### config.mk
export PLATFORM = sky130hd
export DESIGN_NAME = game_over_monitor_flat
export DESIGN_NICKNAME = d
export VERILOG_FILES = /design/src/rtl/game_over_monitor_if.sv /design/src/rtl/game_over_monitor.sv /design/src/flat_wrapper.sv
export SDC_FILE = /design/constraint.sdc
export NUM_CORES = 1
export LEC_CHECK = 0
export CORE_MARGIN = 1
export CORE_UTILIZATION = 40
export CTS_BUF_LIST = sky130_fd_sc_hd__clkbuf_16
export DETAILED_ROUTE_END_ITERATION = 12
export PLACE_DENSITY = 0.67
export SLEW_MARGIN = 15
export SYNTH_ARGS = -nofsm -noshare
export SYNTH_HDL_FRONTEND = slang
export SYNTH_SLANG_ARGS = --single-unit
### constraint.sdc
create_clock -name clk -period 2.4 [get_ports clk]
set_input_delay 0.48 -clock clk [delete_from_list [all_inputs] [get_ports clk]]
set_output_delay 0.48 -clock clk [all_outputs]
set_load 0.005 [all_outputs]
### src/rtl/game_over_monitor_if.sv
// Piece-controller / game-FSM side bundle of the top-out monitor: lock and spawn strobes in, status out.
// The mask is declared [0:N*N-1], so a literal's MSB is mask bit 0 (matrix row 0, column 0).
interface game_over_monitor_if #(
  parameter int PIECE_N = 4,
  parameter int Y_W     = 5
);
  logic                         new_game;
  logic                         lock_stb;
  logic [Y_W-1:0]               pos_y;
  logic [0:PIECE_N*PIECE_N-1]   float;
  logic                         spawn_stb;
  logic                         spawn_collide;
  logic                         busy;
  logic                         check_done;
  logic                         game_over;
  logic [1:0]                   over_cause;

  modport master (
    output new_game, lock_stb, pos_y, float, spawn_stb, spawn_collide,
    input  busy, check_done, game_over, over_cause
  );

  modport slave (
    input  new_game, lock_stb, pos_y, float, spawn_stb, spawn_collide,
    output busy, check_done, game_over, over_cause
  );
endinterface

### src/rtl/game_over_monitor.sv
// Sequential top-out detector: scans a locked piece one matrix row per cycle for lock-out,
// flags block-out on a colliding spawn, and holds a sticky game-over status until new_game.
module game_over_monitor #(
  parameter int BOARD_H = 20,
  parameter int PIECE_N = 4,
  parameter int Y_W     = 5
) (
  input  logic                 clk,
  input  logic                 rst,
  game_over_monitor_if.slave   bus,
  output logic [1:0]           state_dbg
);

  // Handshake: every strobe is a one-cycle pulse sampled at the rising edge. There is no
  // back-pressure; lock_stb arriving while busy=1 or in OVER is simply dropped.
  typedef enum logic [1:0] {
    IDLE = 2'd0,
    SCAN = 2'd1,
    DONE = 2'd2,
    OVER = 2'd3
  } state_t;

  localparam int ROW_W = (PIECE_N > 1) ? $clog2(PIECE_N) : 1;
  localparam logic [ROW_W-1:0] LAST_ROW    = ROW_W'(PIECE_N - 1);
  // y = pos_y + r - (N-1) >= BOARD_H  <=>  pos_y + r >= BOARD_H + N - 1, which also rules out y < 0.
  localparam logic [Y_W:0]     HIT_MIN     = (Y_W + 1)'(BOARD_H + PIECE_N - 1);
  localparam logic [1:0]       CAUSE_NONE  = 2'b00;
  localparam logic [1:0]       CAUSE_LOCK  = 2'b01;
  localparam logic [1:0]       CAUSE_BLOCK = 2'b10;

  state_t                       state_q, state_d;
  logic [Y_W-1:0]               pos_q, pos_d;
  logic [0:PIECE_N*PIECE_N-1]   mask_q, mask_d;
  logic [ROW_W-1:0]             row_q, row_d;
  logic                         hit_q, hit_d;
  logic                         busy_q, busy_d;
  logic                         done_q, done_d;
  logic                         over_q, over_d;
  logic [1:0]                   cause_q, cause_d;

  logic [PIECE_N-1:0]           rows [PIECE_N];
  logic [Y_W:0]                 y_ext;
  logic                         row_hit;
  logic                         block_out;

  for (genvar g = 0; g < PIECE_N; g++) begin : g_rows
    assign rows[g] = mask_q[g*PIECE_N +: PIECE_N];
  end

  assign y_ext     = {1'b0, pos_q} + (Y_W + 1)'(row_q);
  assign row_hit   = (|rows[row_q]) && (y_ext >= HIT_MIN);
  assign block_out = bus.spawn_stb & bus.spawn_collide;

  always_comb begin
    state_d = state_q;
    pos_d   = pos_q;
    mask_d  = mask_q;
    row_d   = row_q;
    hit_d   = hit_q;
    busy_d  = 1'b0;
    done_d  = 1'b0;
    over_d  = over_q;
    cause_d = cause_q;

    if (bus.new_game) begin
      state_d = IDLE;
      row_d   = '0;
      hit_d   = 1'b0;
      over_d  = 1'b0;
      cause_d = CAUSE_NONE;
    end else begin
      case (state_q)
        IDLE: begin
          if (block_out) begin
            state_d = OVER;
            over_d  = 1'b1;
            cause_d = CAUSE_BLOCK;
          end else if (bus.lock_stb) begin
            state_d = SCAN;
            pos_d   = bus.pos_y;
            mask_d  = bus.float;
            row_d   = '0;
            hit_d   = 1'b0;
            busy_d  = 1'b1;
          end
        end
        SCAN: begin
          if (block_out) begin
            state_d = OVER;
            hit_d   = 1'b0;
            over_d  = 1'b1;
            cause_d = CAUSE_BLOCK;
          end else begin
            hit_d  = hit_q | row_hit;
            busy_d = 1'b1;
            if (row_q == LAST_ROW) begin
              // Outputs are registered, so the verdict is loaded on the edge entering DONE.
              state_d = DONE;
              done_d  = 1'b1;
              if (hit_q | row_hit) begin
                over_d  = 1'b1;
                cause_d = CAUSE_LOCK;
              end
            end else begin
              row_d = row_q + 1'b1;
            end
          end
        end
        DONE: begin
          if (block_out) begin
            state_d = OVER;
            hit_d   = 1'b0;
            over_d  = 1'b1;
            cause_d = CAUSE_BLOCK;
          end else if (hit_q) begin
            state_d = OVER;
          end else begin
            state_d = IDLE;
          end
        end
        OVER: begin
          state_d = OVER;
        end
        default: begin
          state_d = IDLE;
        end
      endcase
    end
  end

  always_ff @(posedge clk) begin
    if (rst) begin
      state_q <= IDLE;
      pos_q   <= '0;
      mask_q  <= '0;
      row_q   <= '0;
      hit_q   <= 1'b0;
      busy_q  <= 1'b0;
      done_q  <= 1'b0;
      over_q  <= 1'b0;
      cause_q <= CAUSE_NONE;
    end else begin
      state_q <= state_d;
      pos_q   <= pos_d;
      mask_q  <= mask_d;
      row_q   <= row_d;
      hit_q   <= hit_d;
      busy_q  <= busy_d;
      done_q  <= done_d;
      over_q  <= over_d;
      cause_q <= cause_d;
    end
  end

  assign bus.busy       = busy_q;
  assign bus.check_done = done_q;
  assign bus.game_over  = over_q;
  assign bus.over_cause = cause_q;
  assign state_dbg      = state_q;

endmodule

### src/flat_wrapper.sv
// flat-port wrapper written by rule: the top's interface ports become plain ports
module game_over_monitor_flat 
#(
  parameter int BOARD_H = 20,
  parameter int PIECE_N = 4,
  parameter int Y_W     = 5
)
  (clk, rst, state_dbg, bus_new_game, bus_lock_stb, bus_pos_y, bus_float, bus_spawn_stb, bus_spawn_collide, bus_busy, bus_check_done, bus_game_over, bus_over_cause);
  game_over_monitor_if #(.PIECE_N(PIECE_N), .Y_W(Y_W)) bus_i ();
  input  logic clk;
  input  logic rst;
  output logic [1:0] state_dbg;
  input wire logic [$bits(bus_i.new_game)-1:0] bus_new_game;
  input wire logic [$bits(bus_i.lock_stb)-1:0] bus_lock_stb;
  input wire logic [$bits(bus_i.pos_y)-1:0] bus_pos_y;
  input wire logic [$bits(bus_i.float)-1:0] bus_float;
  input wire logic [$bits(bus_i.spawn_stb)-1:0] bus_spawn_stb;
  input wire logic [$bits(bus_i.spawn_collide)-1:0] bus_spawn_collide;
  output wire logic [$bits(bus_i.busy)-1:0] bus_busy;
  output wire logic [$bits(bus_i.check_done)-1:0] bus_check_done;
  output wire logic [$bits(bus_i.game_over)-1:0] bus_game_over;
  output wire logic [$bits(bus_i.over_cause)-1:0] bus_over_cause;
  assign bus_i.new_game = bus_new_game;
  assign bus_i.lock_stb = bus_lock_stb;
  assign bus_i.pos_y = bus_pos_y;
  assign bus_i.float = bus_float;
  assign bus_i.spawn_stb = bus_spawn_stb;
  assign bus_i.spawn_collide = bus_spawn_collide;
  assign bus_busy = bus_i.busy;
  assign bus_check_done = bus_i.check_done;
  assign bus_game_over = bus_i.game_over;
  assign bus_over_cause = bus_i.over_cause;
  game_over_monitor #(.BOARD_H(BOARD_H), .PIECE_N(PIECE_N), .Y_W(Y_W)) u_core (.clk(clk), .rst(rst), .bus(bus_i), .state_dbg(state_dbg));
endmodule
==> qor.txt, run 1 <==
Main synth FF type - dfxtp_1
CP endpoint kind - flop
Clk Latency, worst-skew pair - 0.27 ns
critical path cell sequence - ha_1, fa_1, and4b_1, a21oi_1, o211ai_4, a211oi_2, nor3b_2
most common library cells after synthesis - nand2_1, a21oi_1, dfxtp_1
die extent in y - 60.8 um
vias in the first global route - 1193
1st-pass router iterations - 4
worst rel slew slack - 0.739
final hold violations - 0
post-route DRC violation count - 0
global-route wire length before repair - 4990 um
Placed Cells - 244
PostCTS Resize Cnt - 0
full die area - 3700 um2
nature of the critical path startpoint - flop
FF-to-FF setup slack - 0.35 ns
Root Buffer - clkbuf_16
total wire length - 3020 um
RSZ-0062 raised after global routing - false
Crit path arrival time - 2.21 ns
CP Buf/Inv Count - 0
Hold Crit Class - reg2reg
global placer's final weighted congestion - 0.770
reg-to-reg critical path startpoint - u_core.row_q[0]$_SDFFE_PP0P_
hold_buf cts - 0
HPWL Detailed - 2260 um
# rows - 20
Synth Register Bits - 31
via count - 1278
Final setup viols - 0
GRT Total Usage - 0.189
critical path peak fanout - 8
HP Start - u_core.mask_q[14]$_SDFFE_PP0P_
Diodes inserted - 0
Post-synth ARST share - 0
reg2reg end - u_core.bus.over_cause[1]$_SDFFE_PP0P_
max-cap violations - 0
crit path max-delay cell type - fa_1
Post-Synthesis Mean Instance Area - 8.05 um2
DP Worst Slack - 0.361 ns
Max H-tree Level - 2
EDFF count, synth - 0
Area contributors post-synth - dfxtp_1, nand2_1, a21oi_1
DR vias/cell - 5.07
Post-Syn Area - 1380 um2
Layout area overhead - 39.1%
P_leak - 0.709 nW
CTS tree - yes
post-CTS setup buffers - 0
Clock Sinks - 31
Synth top area share - 0.448
Worst path depth - 7
setup_tns - 0 ns
1st-iter DRT viols - 41
Worst-Margin Slew - 0.391 ns
core area - 3180 um2
yosys warns - 0
status - finished clean
peak supply drop - 0.368 mV
syn_nets - 203
share of cells above drive strength 1 - 0.0817
sequential element share of the synthesized area - 0.448
pin count of the biggest net entering global routing - 22
Non-Filler Instances - 252
WL/cell - 12.0 um
Hold Slack - 0.454 ns
R2R depth - 7
initial antenna violation count - 0
most common cell in the synthesized netlist - nand2_1
Pwr Density - 714 nW/um2
port buffer count - 33
Hold Path Stages - 2
Syn Inst Count - 172
Total Power - 1.37 mW
Min-Delay Endpoint - u_core.mask_q[14]$_SDFFE_PP0P_
Final Worst Setup Slack - 0.347 ns
Netlist cell types - 34
CP delay by family, top - adder cells
CP Class - reg2reg
clock buffer depth - 2
GRT overflow - 0
Die X - 60.8 um
post-layout minimum cycle time - 2.05 ns
Clock Skew - 0.00323 ns
clock-pin slew on the worst setup and hold paths - 0.05 ns
highest clock rate - 487 MHz
count of pins over their slew limit - 0
Worst path max stage delay - 0.42 ns
Data required, critical path - 2.56 ns
final antenna-violating net count - 0
final period utilization - 0.855
Initial Utilization - 0.435
top-level I/O count - 34
CTS buffer count - 5
top cell type by total area after synthesis - dfxtp_1
nets - 238
-- per-stage QoR --
step | utilization | area (um2)
2_1_floorplan | - | 1380
3_3_place_gp | 0.554 | 1760
3_5_place_dp | 0.554 | 1760
4_1_cts | 0.606 | 1920
5_1_grt | 0.606 | 1920
6_report | 0.606 | 1920
-- worst register-to-register path, delay by kind of cell, from the launching register on --
family                   cells  cell delay [ns]
AO/OA/AOI/OAI                3             0.58
adder cells (fa/ha/maj)      2             0.68
flip-flops                   1             0.38
AND/OR/NAND/NOR              2             0.28
-- worst max path at each step --
stage | start | endpoint | slack [ns]
after global placement | bus_spawn_stb | u_core.mask_q[10]$_SDFFE_PP0P_ | 0.38
after CTS | u_core.row_q[0]$_SDFFE_PP0P_ | u_core.bus.over_cause[1]$_SDFFE_PP0P_ | 0.33
after global routing | u_core.row_q[0]$_SDFFE_PP0P_ | u_core.bus.over_cause[1]$_SDFFE_PP0P_ | 0.22
after detailed placement | bus_spawn_stb | u_core.pos_q[2]$_SDFFE_PP0P_ | 0.36
final | u_core.row_q[0]$_SDFFE_PP0P_ | u_core.bus.over_cause[1]$_SDFFE_PP0P_ | 0.35
after floorplan | u_core.row_q[0]$_SDFFE_PP0P_ | u_core.bus.over_cause[1]$_SDFFE_PP0P_ | 0.49
-- layout by cell type, fill, tap and decap left out, drive strengths merged, types with 2 or more instances in the layout --
cell,netlist,routed
nand2,51,51
a21oi,33,33
clkdlybuf4s50,0,33
dfxtp,31,31
nor2,9,9
clkbuf,3,5
o21ai,5,5
and2,3,3
ha,3,3
buf,5,3
nor3,3,3
nor2b,2,2
mux2i,2,2
nor4b,2,2
clkinv,0,2
-- power by group --
group / total, mW / internal [mW] / switching (mW) / leakage [nW]
logic: 0.131 / 0.0738 / 0.0570 / 0.376
clock network: 0.694 / 0.482 / 0.212 / 0.0812
registers: 0.549 / 0.534 / 0.0151 / 0.252
total: 1.37 / 1.09 / 0.284 / 0.709
-- cell families (layout without fill, tap and decap cells) --
family	after synthesis	in the layout	share of synthesized area
AOI/OAI and AO/OA	47	47	0.202
adders and majority gates	4	4	0.0416
buffers and inverters	9	45	0.0289
DFF	31	31	0.448
muxes	2	2	0.0145
and+or+nand+nor	79	79	0.265
-- cell type report --
class                   count  area, um2
well taps                  44       55.1
clock inverters             3       38.8
multi-input cells         132        728
fillers                   307       1250
clock buffers               5        125
flip-flops and latches     31        621
inverters                   1       3.75
repair buffers             36        353
-- flip-flops by register name, indices dropped and copies added, names as in the netlist --
signal	count
u_core.row_q	2
u_core.bus.check_done	1
u_core.bus.busy	1
u_core.state_dbg	2
u_core.hit_q	1
u_core.bus.game_over	1
u_core.bus.over_cause	2
u_core.pos_q	5
u_core.mask_q	16
-- routing by layer --
| metal | vias to the layer above | global-route usage | wire length, um |
|---|---|---|---|
| met5 | - | 0 | 0 |
| met2 | 31 | 0.323 | 1480 |
| met1 | 579 | 0.203 | 1330 |
| li1 | 662 | - | - |
| met3 | 6 | 0.0682 | 161 |
| met4 | 0 | 0.101 | 42 |
No activity file was read; power rests on OpenSTA's default activity.
==> run 2: changes to the inputs <==
- ABC_CLOCK_PERIOD_IN_PS: not set -> 2400
==> results of run 2 <==
No change in the layout: final DEF, timing and power equal those of run 1.
